==> src/rtl/gact_cigar_encoder.sv <==
// gact_cigar_encoder
//   Run-length encodes the GACT traceback direction stream into CIGAR-style
//   records {op, len, last}. The records are buffered in a small FIFO that a
//   ready/valid consumer drains. The block accepts one direction per cycle with
//   no backpressure toward GACTTop. Overflow and protocol errors are flagged
//   with sticky bits.
//
// Ports
//   clk               clock, all logic on posedge
//   rst               asynchronous active-low reset
//   dir, dir_valid    traceback op (1=M, 2=I, 3=D, 0=no-op) and its qualifier
//   done              one-cycle tile-complete pulse
//   rec_op/len/last   FIFO head record (forced to 0 while the FIFO is empty)
//   rec_valid         FIFO head valid
//   rec_ready         consumer accept
//   tile_ref_bases    ref bases (M+D) of the last completed tile
//   tile_query_bases  query bases (M+I) of the last completed tile
//   overflow          sticky, a record was dropped on a full FIFO
//   proto_err         sticky, dir_valid arrived while flushing
//
// state   | meaning
// --------+--------------------------------------------------------------
// S_IDLE  | no pending run
// S_RUN   | run {cur_op, cur_len} accumulating
// S_FLUSH | a tile ended on an op change; emit that 1-long run as last

module gact_cigar_encoder #(
  parameter int RUN_WIDTH  = 8,
  parameter int FIFO_DEPTH = 16,
  parameter int CNT_WIDTH  = 10
) (
  input  logic                 clk,
  input  logic                 rst,
  input  logic [1:0]           dir,
  input  logic                 dir_valid,
  input  logic                 done,
  output logic [1:0]           rec_op,
  output logic [RUN_WIDTH-1:0] rec_len,
  output logic                 rec_last,
  output logic                 rec_valid,
  input  logic                 rec_ready,
  output logic [CNT_WIDTH-1:0] tile_ref_bases,
  output logic [CNT_WIDTH-1:0] tile_query_bases,
  output logic                 overflow,
  output logic                 proto_err
);

  localparam int PTR_W = $clog2(FIFO_DEPTH);
  localparam int REC_W = 2 + RUN_WIDTH + 1;

  localparam logic [1:0]           OP_M    = 2'd1;
  localparam logic [1:0]           OP_I    = 2'd2;
  localparam logic [1:0]           OP_D    = 2'd3;
  localparam logic [RUN_WIDTH-1:0] LEN_ONE = RUN_WIDTH'(1);
  localparam logic [RUN_WIDTH-1:0] LEN_MAX = '1;
  localparam logic [CNT_WIDTH-1:0] CNT_MAX = '1;
  localparam logic [CNT_WIDTH-1:0] CNT_ONE = CNT_WIDTH'(1);
  localparam logic [PTR_W:0]       PTR_ONE = (PTR_W+1)'(1);

  typedef enum logic [1:0] {S_IDLE, S_RUN, S_FLUSH} state_t;

  state_t               state_q, state_d;
  logic [1:0]           cur_op_q, cur_op_d;
  logic [RUN_WIDTH-1:0] cur_len_q, cur_len_d;
  logic [CNT_WIDTH-1:0] ref_cnt_q, ref_cnt_d;
  logic [CNT_WIDTH-1:0] qry_cnt_q, qry_cnt_d;
  logic [CNT_WIDTH-1:0] tile_ref_q, tile_ref_d;
  logic [CNT_WIDTH-1:0] tile_qry_q, tile_qry_d;
  logic                 overflow_q, overflow_d;
  logic                 proto_err_q, proto_err_d;
  logic [PTR_W:0]       wr_ptr_q, wr_ptr_d;
  logic [PTR_W:0]       rd_ptr_q, rd_ptr_d;
  logic [REC_W-1:0]     mem_q [FIFO_DEPTH];

  logic                 dir_act;
  logic                 same_ext;
  logic                 count_dir;
  logic                 push;
  logic [REC_W-1:0]     push_rec;
  logic                 push_last;
  logic                 ref_inc, qry_inc;
  logic [CNT_WIDTH-1:0] ref_sum, qry_sum;
  logic                 fifo_empty, fifo_full;
  logic                 pop, wr_en;
  logic [REC_W-1:0]     head;

  // A valid no-op is treated exactly like an idle cycle.
  assign dir_act  = dir_valid && (dir != 2'd0);
  assign same_ext = dir_act && (dir == cur_op_q) && (cur_len_q != LEN_MAX);

  always_comb begin
    state_d     = state_q;
    cur_op_d    = cur_op_q;
    cur_len_d   = cur_len_q;
    proto_err_d = proto_err_q;
    push        = 1'b0;
    push_rec    = '0;
    count_dir   = 1'b0;
    unique case (state_q)
      S_IDLE: begin
        count_dir = dir_act;
        if (done) begin
          // A lone direction arriving with done is a complete 1-long tile.
          push     = 1'b1;
          push_rec = dir_act ? {dir, LEN_ONE, 1'b1} : {2'd0, {RUN_WIDTH{1'b0}}, 1'b1};
        end else if (dir_act) begin
          cur_op_d  = dir;
          cur_len_d = LEN_ONE;
          state_d   = S_RUN;
        end
      end
      S_RUN: begin
        count_dir = dir_act;
        if (done) begin
          push = 1'b1;
          if (!dir_act) begin
            push_rec = {cur_op_q, cur_len_q, 1'b1};
            state_d  = S_IDLE;
          end else if (same_ext) begin
            push_rec = {cur_op_q, cur_len_q + LEN_ONE, 1'b1};
            state_d  = S_IDLE;
          end else begin
            // Only one push per cycle, so the new op is flushed next cycle.
            push_rec  = {cur_op_q, cur_len_q, 1'b0};
            cur_op_d  = dir;
            cur_len_d = LEN_ONE;
            state_d   = S_FLUSH;
          end
        end else if (dir_act) begin
          if (same_ext) begin
            cur_len_d = cur_len_q + LEN_ONE;
          end else begin
            push      = 1'b1;
            push_rec  = {cur_op_q, cur_len_q, 1'b0};
            cur_op_d  = dir;
            cur_len_d = LEN_ONE;
          end
        end
      end
      S_FLUSH: begin
        push     = 1'b1;
        push_rec = {cur_op_q, LEN_ONE, 1'b1};
        state_d  = S_IDLE;
        if (dir_valid) proto_err_d = 1'b1;
      end
      default: state_d = S_IDLE;
    endcase
  end

  // Per-tile base counters, saturating; the closing push snapshots them.
  assign push_last = push && push_rec[0];
  assign ref_inc   = count_dir && ((dir == OP_M) || (dir == OP_D));
  assign qry_inc   = count_dir && ((dir == OP_M) || (dir == OP_I));
  assign ref_sum   = (ref_inc && (ref_cnt_q != CNT_MAX)) ? ref_cnt_q + CNT_ONE : ref_cnt_q;
  assign qry_sum   = (qry_inc && (qry_cnt_q != CNT_MAX)) ? qry_cnt_q + CNT_ONE : qry_cnt_q;

  always_comb begin
    ref_cnt_d  = ref_sum;
    qry_cnt_d  = qry_sum;
    tile_ref_d = tile_ref_q;
    tile_qry_d = tile_qry_q;
    if (push_last) begin
      tile_ref_d = ref_sum;
      tile_qry_d = qry_sum;
      ref_cnt_d  = '0;
      qry_cnt_d  = '0;
    end
  end

  // Record FIFO: pointers carry an extra wrap bit to tell full from empty.
  assign fifo_empty = (wr_ptr_q == rd_ptr_q);
  assign fifo_full  = (wr_ptr_q[PTR_W] != rd_ptr_q[PTR_W]) &&
                      (wr_ptr_q[PTR_W-1:0] == rd_ptr_q[PTR_W-1:0]);
  assign pop        = !fifo_empty && rec_ready;
  // On full, a same-cycle pop frees the head slot that the push overwrites.
  assign wr_en      = push && (!fifo_full || pop);
  assign wr_ptr_d   = wr_en ? wr_ptr_q + PTR_ONE : wr_ptr_q;
  assign rd_ptr_d   = pop ? rd_ptr_q + PTR_ONE : rd_ptr_q;
  assign overflow_d = overflow_q || (push && fifo_full && !pop);

  always_ff @(posedge clk) begin
    if (wr_en) mem_q[wr_ptr_q[PTR_W-1:0]] <= push_rec;
  end

  always_ff @(posedge clk or negedge rst) begin
    if (!rst) begin
      state_q     <= S_IDLE;
      cur_op_q    <= 2'd0;
      cur_len_q   <= '0;
      ref_cnt_q   <= '0;
      qry_cnt_q   <= '0;
      tile_ref_q  <= '0;
      tile_qry_q  <= '0;
      overflow_q  <= 1'b0;
      proto_err_q <= 1'b0;
      wr_ptr_q    <= '0;
      rd_ptr_q    <= '0;
    end else begin
      state_q     <= state_d;
      cur_op_q    <= cur_op_d;
      cur_len_q   <= cur_len_d;
      ref_cnt_q   <= ref_cnt_d;
      qry_cnt_q   <= qry_cnt_d;
      tile_ref_q  <= tile_ref_d;
      tile_qry_q  <= tile_qry_d;
      overflow_q  <= overflow_d;
      proto_err_q <= proto_err_d;
      wr_ptr_q    <= wr_ptr_d;
      rd_ptr_q    <= rd_ptr_d;
    end
  end

  // Storage is not reset; masking the head keeps outputs at 0 while empty.
  assign head             = mem_q[rd_ptr_q[PTR_W-1:0]];
  assign rec_valid        = !fifo_empty;
  assign rec_op           = fifo_empty ? 2'd0 : head[REC_W-1 -: 2];
  assign rec_len          = fifo_empty ? '0 : head[RUN_WIDTH:1];
  assign rec_last         = fifo_empty ? 1'b0 : head[0];
  assign tile_ref_bases   = tile_ref_q;
  assign tile_query_bases = tile_qry_q;
  assign overflow         = overflow_q;
  assign proto_err        = proto_err_q;

endmodule

==> config.mk <==
export PLATFORM = sky130hd
export DESIGN_NAME = gact_cigar_encoder
export DESIGN_NICKNAME = d
export VERILOG_FILES = /design/src/rtl/gact_cigar_encoder.sv
export SDC_FILE = /design/constraint.sdc
export NUM_CORES = 1
export LEC_CHECK = 0
export CAP_MARGIN = 20
export CORE_ASPECT_RATIO = 0.6
export CORE_MARGIN = 5
export CORE_UTILIZATION = 40
export CTS_CLUSTER_DIAMETER = 200
export DETAILED_ROUTE_END_ITERATION = 6
export PLACE_DENSITY = 0.58
export SYNTH_ARGS = -nofsm -noshare
export SYNTH_HDL_FRONTEND = slang
export SYNTH_SLANG_ARGS = --single-unit
==> constraint.sdc <==
create_clock -name clk -period 2.2 [get_ports clk]
set_input_delay 0.33 -clock clk [delete_from_list [all_inputs] [get_ports clk]]
set_output_delay 0.33 -clock clk [all_outputs]
set_load 0.01 [all_outputs]
# After elaboration in Yosys (flattened, before gate mapping)
# Memories as Yosys holds them, arrays and structs flattened.
# Index checks and enable logic that the tools add are counted.
dict set report word_totals {
  regBits 64
  mem_bits_rw 176
  inputBits 7
  out_inout_bits 34
  word_cells 105
  mem_count 1
}
dict set report op_classes {
  add_sub_neg 5
  n_eq_ne 18
  mux 42
  reduce_logical 28
}
# memory words width rd rd_ports_with_merged_regs write_ports line_no
set memory_table {}
lappend memory_table {mem_q 16 11 1 0 1 73} ;# logic [REC_W-1:0] mem_q [FIFO_DEPTH];
# operator n
set ops {}
lappend ops {{$mux 8} 8}
lappend ops {{$mux 11} 5}
lappend ops {{$mux 10} 4}
lappend ops {{$pmux 11 s3} 1}
lappend ops {{$add 10x1->10 const B} 2}
lappend ops {{$mux 2} 10}
lappend ops {{$ne 10x10->1 const B} 2}
lappend ops {{$mux 9} 2}
lappend ops {{$pmux 8 s2} 1}
lappend ops {{$logic_and 1x1->1} 13}
lappend ops {{$add 5x1->5 const B} 2}
lappend ops {{$ne 2x2->1 const B} 5}
lappend ops {{$reduce_and 5->1} 2}
lappend ops {{$add 8x1->8 const B} 1}
lappend ops {{$mux 1} 8}
lappend ops {{$ne 8x8->1 const B} 1}
lappend ops {{$pmux 2 s2} 2}
lappend ops {{$eq 2x2->1 const B} 3}
lappend ops {{$eq 5x5->1} 1}
lappend ops {{$eq 2x1->1 const B} 2}
lappend ops {{$eq 4x4->1} 1}
lappend ops {{$logic_or 1x1->1} 4}
lappend ops {{$reduce_bool 2->1} 2}
lappend ops {{$logic_not 1->1} 3}
lappend ops {{other kinds (8)} 8}

# Logic depth before layout (Yosys ltp)
dict set report logic_depth {
  word_depth 11
  depth_mapped 11
  depth_no_buf 10
}

# Least setup slack after synthesis
# No wires, ideal clock.
dict set report synth_timing {
  path_kind {register to register}
  start {register cur_len_q[0]}
  end {memory mem_q[0][1] (netlist name), data pin}
  setup_time_ns 0.294
  arrival_ns 2.132
  required_ns 1.906
  slack_ns -0.226
  path_stages_with_launch 11
  n_path_buf 0
  period_less_slack_ns 2.426
  cell_sequence {dfrtp_1 > ha_1 > nand3_1 > nor2_2 > nor3_1 > inv_1 > ha_1 > nand2_1 > o21ai_0 > a32oi_1 > o22ai_1}
}
dict set report synth_between {
  elab_chain_len 6
  elab_cells_between_ends 9
  cone_classes {1 x add/sub; 1 x eq/ne; 6 x mux; 1 x reduce/logical}
}
# element line_no
set synth_lines {}
lappend synth_lines {{from (decl)} 64} ;# logic [RUN_WIDTH-1:0] cur_len_q, cur_len_d;
lappend synth_lines {{from (signal assigned)} 201} ;# cur_len_q <= cur_len_d;
lappend synth_lines {{branches (longest 4 deep; another with $add 8x1->8)} --}
lappend synth_lines {{$mux 11 *} 114} ;# if (done) begin
lappend synth_lines {{$pmux 11 s3 *} 99} ;# unique case (state_q)
lappend synth_lines {{named net push_rec[1]} 79} ;# logic [REC_W-1:0] push_rec;
lappend synth_lines {{to (decl)} 73}
# Mark *: on every way through the listed nets, which the timed path passes.

# Worst setup path after layout
dict set report layout_timing {
  start {register rd_ptr_q[0]}
  end {output rec_len[1]}
}
dict set report layout_between {
  elab_chain_len 2
  elab_cells_between_ends 3
  cone_classes {1 x eq/ne; 1 x mux; 1 x memory}
}
# element line_no
set layout_lines {}
lappend layout_lines {{from (decl)} 72} ;# logic [PTR_W:0] rd_ptr_q, rd_ptr_d;
lappend layout_lines {{from (signal assigned)} 209} ;# rd_ptr_q <= rd_ptr_d;
lappend layout_lines {{$mem_v2 16x11 or $eq 5x5->1 (tied branches)} --}
lappend layout_lines {{$mux 8 *} 217} ;# assign rec_len = fifo_empty ? '0 : head[RUN_WIDTH:1];
lappend layout_lines {{to (decl)} 38} ;# output logic [RUN_WIDTH-1:0] rec_len,
# Every way passes the cells marked *; elsewhere a longest branch is shown, timed or not.

==> metrics.json <==
{
  "synth_edf_count": {"value": 176},
  "clk_root_buffer_cell": {"value": "sky130_fd_sc_hd__clkbuf_16"},
  "drt_iter0_drc": {"value": 574},
  "slew_violations": {"value": 0},
  "finalWirelength": {"value": 26700, "unit": "um"},
  "vias": {"value": 6347},
  "die_ht": {"value": 134, "unit": "um"},
  "timing_worst_slew_pin_value": {"value": 0.827, "unit": "ns"},
  "layout_commonest_cell": {"value": "sky130_fd_sc_hd__edfxtp_1"},
  "die_area": {"value": 29100, "unit": "sq um"},
  "detail_route.wl_per_cell": {"value": 22.9, "unit": "um"},
  "drtAntennaViolNets": {"value": 0},
  "top_level_ports": {"value": 41},
  "timing.final.ws_setup": {"value": -0.706, "unit": "ns"},
  "violations_in_the_final_reports": {"value": "setup timing"},
  "placeableCoreArea": {"value": 25300, "unit": "sq um"},
  "highest_net_fanout_along_the_worst_path": {"value": 8},
  "cts.htree.levels": {"value": 1},
  "viasPerCell": {"value": 5.44},
  "multi_input_area": {"value": 3600, "unit": "sq um"},
  "min_period_over_period": {"value": 132, "unit": "%"},
  "clock_tree.buffer_depth": {"value": 3},
  "grt_pass1_wl": {"value": 39500, "unit": "um"},
  "drcViolationCount": {"value": 0},
  "finalClockSkew": {"value": 0.0272, "unit": "ns"},
  "ys_dominant_reg_cell": {"value": "sky130_fd_sc_hd__edfxtp_1"},
  "syn-num-nets": {"value": 653},
  "count_of_maximum_capacitance_violations": {"value": 0},
  "timing.critical_path.to_type": {"value": "output pin"},
  "async_flop_share": {"value": 26.7, "unit": "%"},
  "cts.reportedPaths.clkPinSlew": {"value": 0.06, "unit": "ns"},
  "layoutNonFillerInstCount": {"value": 1166},
  "yosys_register_bits": {"value": 240},
  "synthDominantAreaCellType": {"value": "sky130_fd_sc_hd__edfxtp_1"},
  "chipWidth": {"value": 217, "unit": "um"},
  "crit_start": {"value": "rd_ptr_q[0]"},
  "required": {"value": 1.87, "unit": "ns"},
  "worst_path_max_delay_cell": {"value": "sky130_fd_sc_hd__mux4_2"},
  "critical_path_arrival": {"value": 2.58, "unit": "ns"},
  "status": {"value": "finished with violations"},
  "timing.critical_path.cells": {"value": "buf_12 > buf_12 > buf_8 > mux4_2 > mux4_2 > and2_4 > buf_6"},
  "syn-instance-count": {"value": 633},
  "slowest_delay": {"value": 0.51, "unit": "ns"},
  "synthDominantCellAreaShare": {"value": 51.4, "unit": "%"},
  "synth_top_area_cells": {"value": "sky130_fd_sc_hd__edfxtp_1 (51%), sky130_fd_sc_hd__dfrtp_1 (16%), sky130_fd_sc_hd__mux4_2 (12%), sky130_fd_sc_hd__mux2i_1 (2.7%), sky130_fd_sc_hd__xnor2_1 (2.0%)"},
  "routability_congestion": {"value": 0.882},
  "final-setup-viol-count": {"value": 194},
  "antenna_found_initial": {"value": 0},
  "critical_path_class": {"value": "reg -> out"},
  "cts_buffers": {"value": 23},
  "insertedDiodeCount": {"value": 0},
  "final_layout_size_suffix_gt1_share": {"value": 38.7, "unit": "%"},
  "initial_core_util": {"value": 40.7, "unit": "%"},
  "fin_util": {"value": 54.5, "unit": "%"},
  "synth.avg_cell_area": {"value": 16.2, "unit": "sq um"},
  "synthesis.yosys.warnings": {"value": 0},
  "r2r_start": {"value": "rd_ptr_q[0]"},
  "power.density": {"value": 1120, "unit": "nW/um^2"},
  "firstDrtPassIters": {"value": 5},
  "portBuffers": {"value": 40},
  "filler_cell_count": {"value": 1955},
  "pin_count_of_the_biggest_net_entering_global_routing": {"value": 37},
  "worst_hold_path_type": {"value": "in -> async"},
  "totalNegativeSetupSlack": {"value": -63.86, "unit": "ns"},
  "timing.slew.headroom": {"value": 44.9, "unit": "%"},
  "gr-usage-all-layers": {"value": 17.9, "unit": "%"},
  "maxClockFrequency": {"value": 344, "unit": "MHz"},
  "clock_sinks": {"value": 240},
  "place_hpwl": {"value": 16300, "unit": "um"},
  "cts_tree": {"value": "built"},
  "area.growth.synth_to_final": {"value": 33.9, "unit": "%"},
  "worst_skew_pair.late_latency": {"value": 0.54, "unit": "ns"},
  "globalRoute.totalOverflow": {"value": 0},
  "power.leakage": {"value": 5.13, "unit": "nW"},
  "peakVddDrop": {"value": 0.892, "unit": "mV"},
  "final_net_count": {"value": 841},
  "yosysUniqueCellTypes": {"value": 52},
  "proportion_of_synthesized_chip_area_in_sequential_cells": {"value": 67.0, "unit": "%"},
  "power": {"value": 15.4, "unit": "mW"},
  "num_rows": {"value": 45},
  "post_synthesis_instance_area": {"value": 10300, "unit": "sq um"},
  "layout.area.seq": {"value": 6890, "unit": "sq um"},
  "numPlacedInstances": {"value": 1080},
  "rsz0062_at_grt": {"value": "true"},
  "period_needed": {"value": 2.91, "unit": "ns"},
  "commonest_cells_after_routing_fill_and_taps_aside": {"value": "sky130_fd_sc_hd__edfxtp_1 (176), sky130_fd_sc_hd__buf_4 (84), sky130_fd_sc_hd__dfrtp_1 (62)"},
  "start_kind": {"value": "flip-flop"},
  "grt_pass1_vias": {"value": 6489},
  "final_hold_viol_count": {"value": 0}
}
-- flip-flops by register name (all words and copies together), names as in the netlist --
name              count
wr_ptr_q              5
proto_err             1
overflow              1
tile_query_bases     10
qry_cnt_q            10
rd_ptr_q              5
cur_op_q              2
state_q               2
ref_cnt_q            10
cur_len_q             8
mem_q               176
tile_ref_bases       10
-- metal layers --
metal	track usage, %	vias to the layer above	wire length, um
li1	-	2826	-
met1	27.3	3277	12800
met3	3.81	31	1910
met4	3.16	0	357
met2	26.8	213	11600
met5	0	-	0
-- power breakdown --
part | internal, mW | switching (mW)
clock | 2.23 | 1.71
combinational | 3.31 | 2.57
sequential | 5.40 | 0.202
total | 10.9 | 4.48
-- through the flow --
| step | cell area [sq um] | setup WS [ns] | hold slack (ns) |
|---|---|---|---|
| 2_1_floorplan | 10300 | -0.0610 | 0.0344 |
| 3_5_place_dp | 12100 | -0.668 | 0.479 |
| 6_report | 13800 | -0.706 | 0.438 |
| 5_1_grt | 13800 | -0.773 | 0.513 |
| 3_3_place_gp | 12100 | -0.587 | 0.462 |
| 4_1_cts | 13600 | -0.726 | 0.448 |
-- worst max-delay path, delay by kind of cell (launching register included) --
family | cells | cell delay [ns]
and+or+nand+nor | 1 | 0.17
buffers and inverters | 4 | 0.51
muxes | 2 | 0.98
DFF | 1 | 0.37
-- cell type report --
cell class	count	area share [%]
inverters	32	0.891
clock buffers	31	4.79
clock inverters	10	0.663
repair buffers	181	14.5
well taps	329	2.99
flip-flops and latches	240	50.0
multi-input cells	343	26.2
-- cell usage after synthesis (3+ instances only) --
cell and instances:
sky130_fd_sc_hd__inv_1 32, sky130_fd_sc_hd__nor3b_1 3, sky130_fd_sc_hd__and3_1 16, sky130_fd_sc_hd__and4_1 3
sky130_fd_sc_hd__and2_1 17, sky130_fd_sc_hd__a21o_1 7, sky130_fd_sc_hd__nor2_1 42, sky130_fd_sc_hd__xnor2_1 23
sky130_fd_sc_hd__nand4_1 7, sky130_fd_sc_hd__a21oi_1 6, sky130_fd_sc_hd__clkbuf_1 10, sky130_fd_sc_hd__nor4_1 9
sky130_fd_sc_hd__mux4_2 55, sky130_fd_sc_hd__buf_4 4, sky130_fd_sc_hd__a22o_1 6, sky130_fd_sc_hd__a211oi_1 3
sky130_fd_sc_hd__o21ai_0 5, sky130_fd_sc_hd__edfxtp_1 176, sky130_fd_sc_hd__nand3_1 13, sky130_fd_sc_hd__buf_2 6
sky130_fd_sc_hd__xor2_1 9, sky130_fd_sc_hd__o22ai_1 4, sky130_fd_sc_hd__ha_1 13, sky130_fd_sc_hd__nor3_1 9
sky130_fd_sc_hd__nand2b_1 4, sky130_fd_sc_hd__mux2i_1 28, sky130_fd_sc_hd__dfrtp_1 64, sky130_fd_sc_hd__nor2b_1 5
sky130_fd_sc_hd__nand2_1 20, sky130_fd_sc_hd__buf_1 5, sky130_fd_sc_hd__mux2_2 3
-- path summary, 6_finish.rpt --
kind                       slack, ns  cells past startpoint                  end
min                             0.44                      2  tile_query_bases[9]
min reg2reg                     0.49                      1            proto_err
min in group clk                0.49                      1            proto_err
max                            -0.71                      7           rec_len[1]
max in group asynchronous       1.11                      3         cur_len_q[6]
max reg2reg                    -0.43                     13        mem_q[15][10]
-- cells by family after synthesis --
kind of cell	after synthesis	synth area share [%]
AOI/OAI and AO/OA	46	3.12
xor gates and xnor gates	32	2.73
adders and majority gates	13	1.58
buffers and inverters	59	2.46
DFF	240	67.0
muxes	86	15.1
and+or+nand+nor	157	8.02
-- what timing repair did --
item,4_1_cts,5_1_grt
setup endpoints to repair,305,267
cloned,9,8
resized for setup,142,37
pin swaps,21,13
endpoints found under the hold margin,31,0
buffers inserted,26,13
hold buffers,1,0
Note: power is estimated with default switching activity, not from simulation.
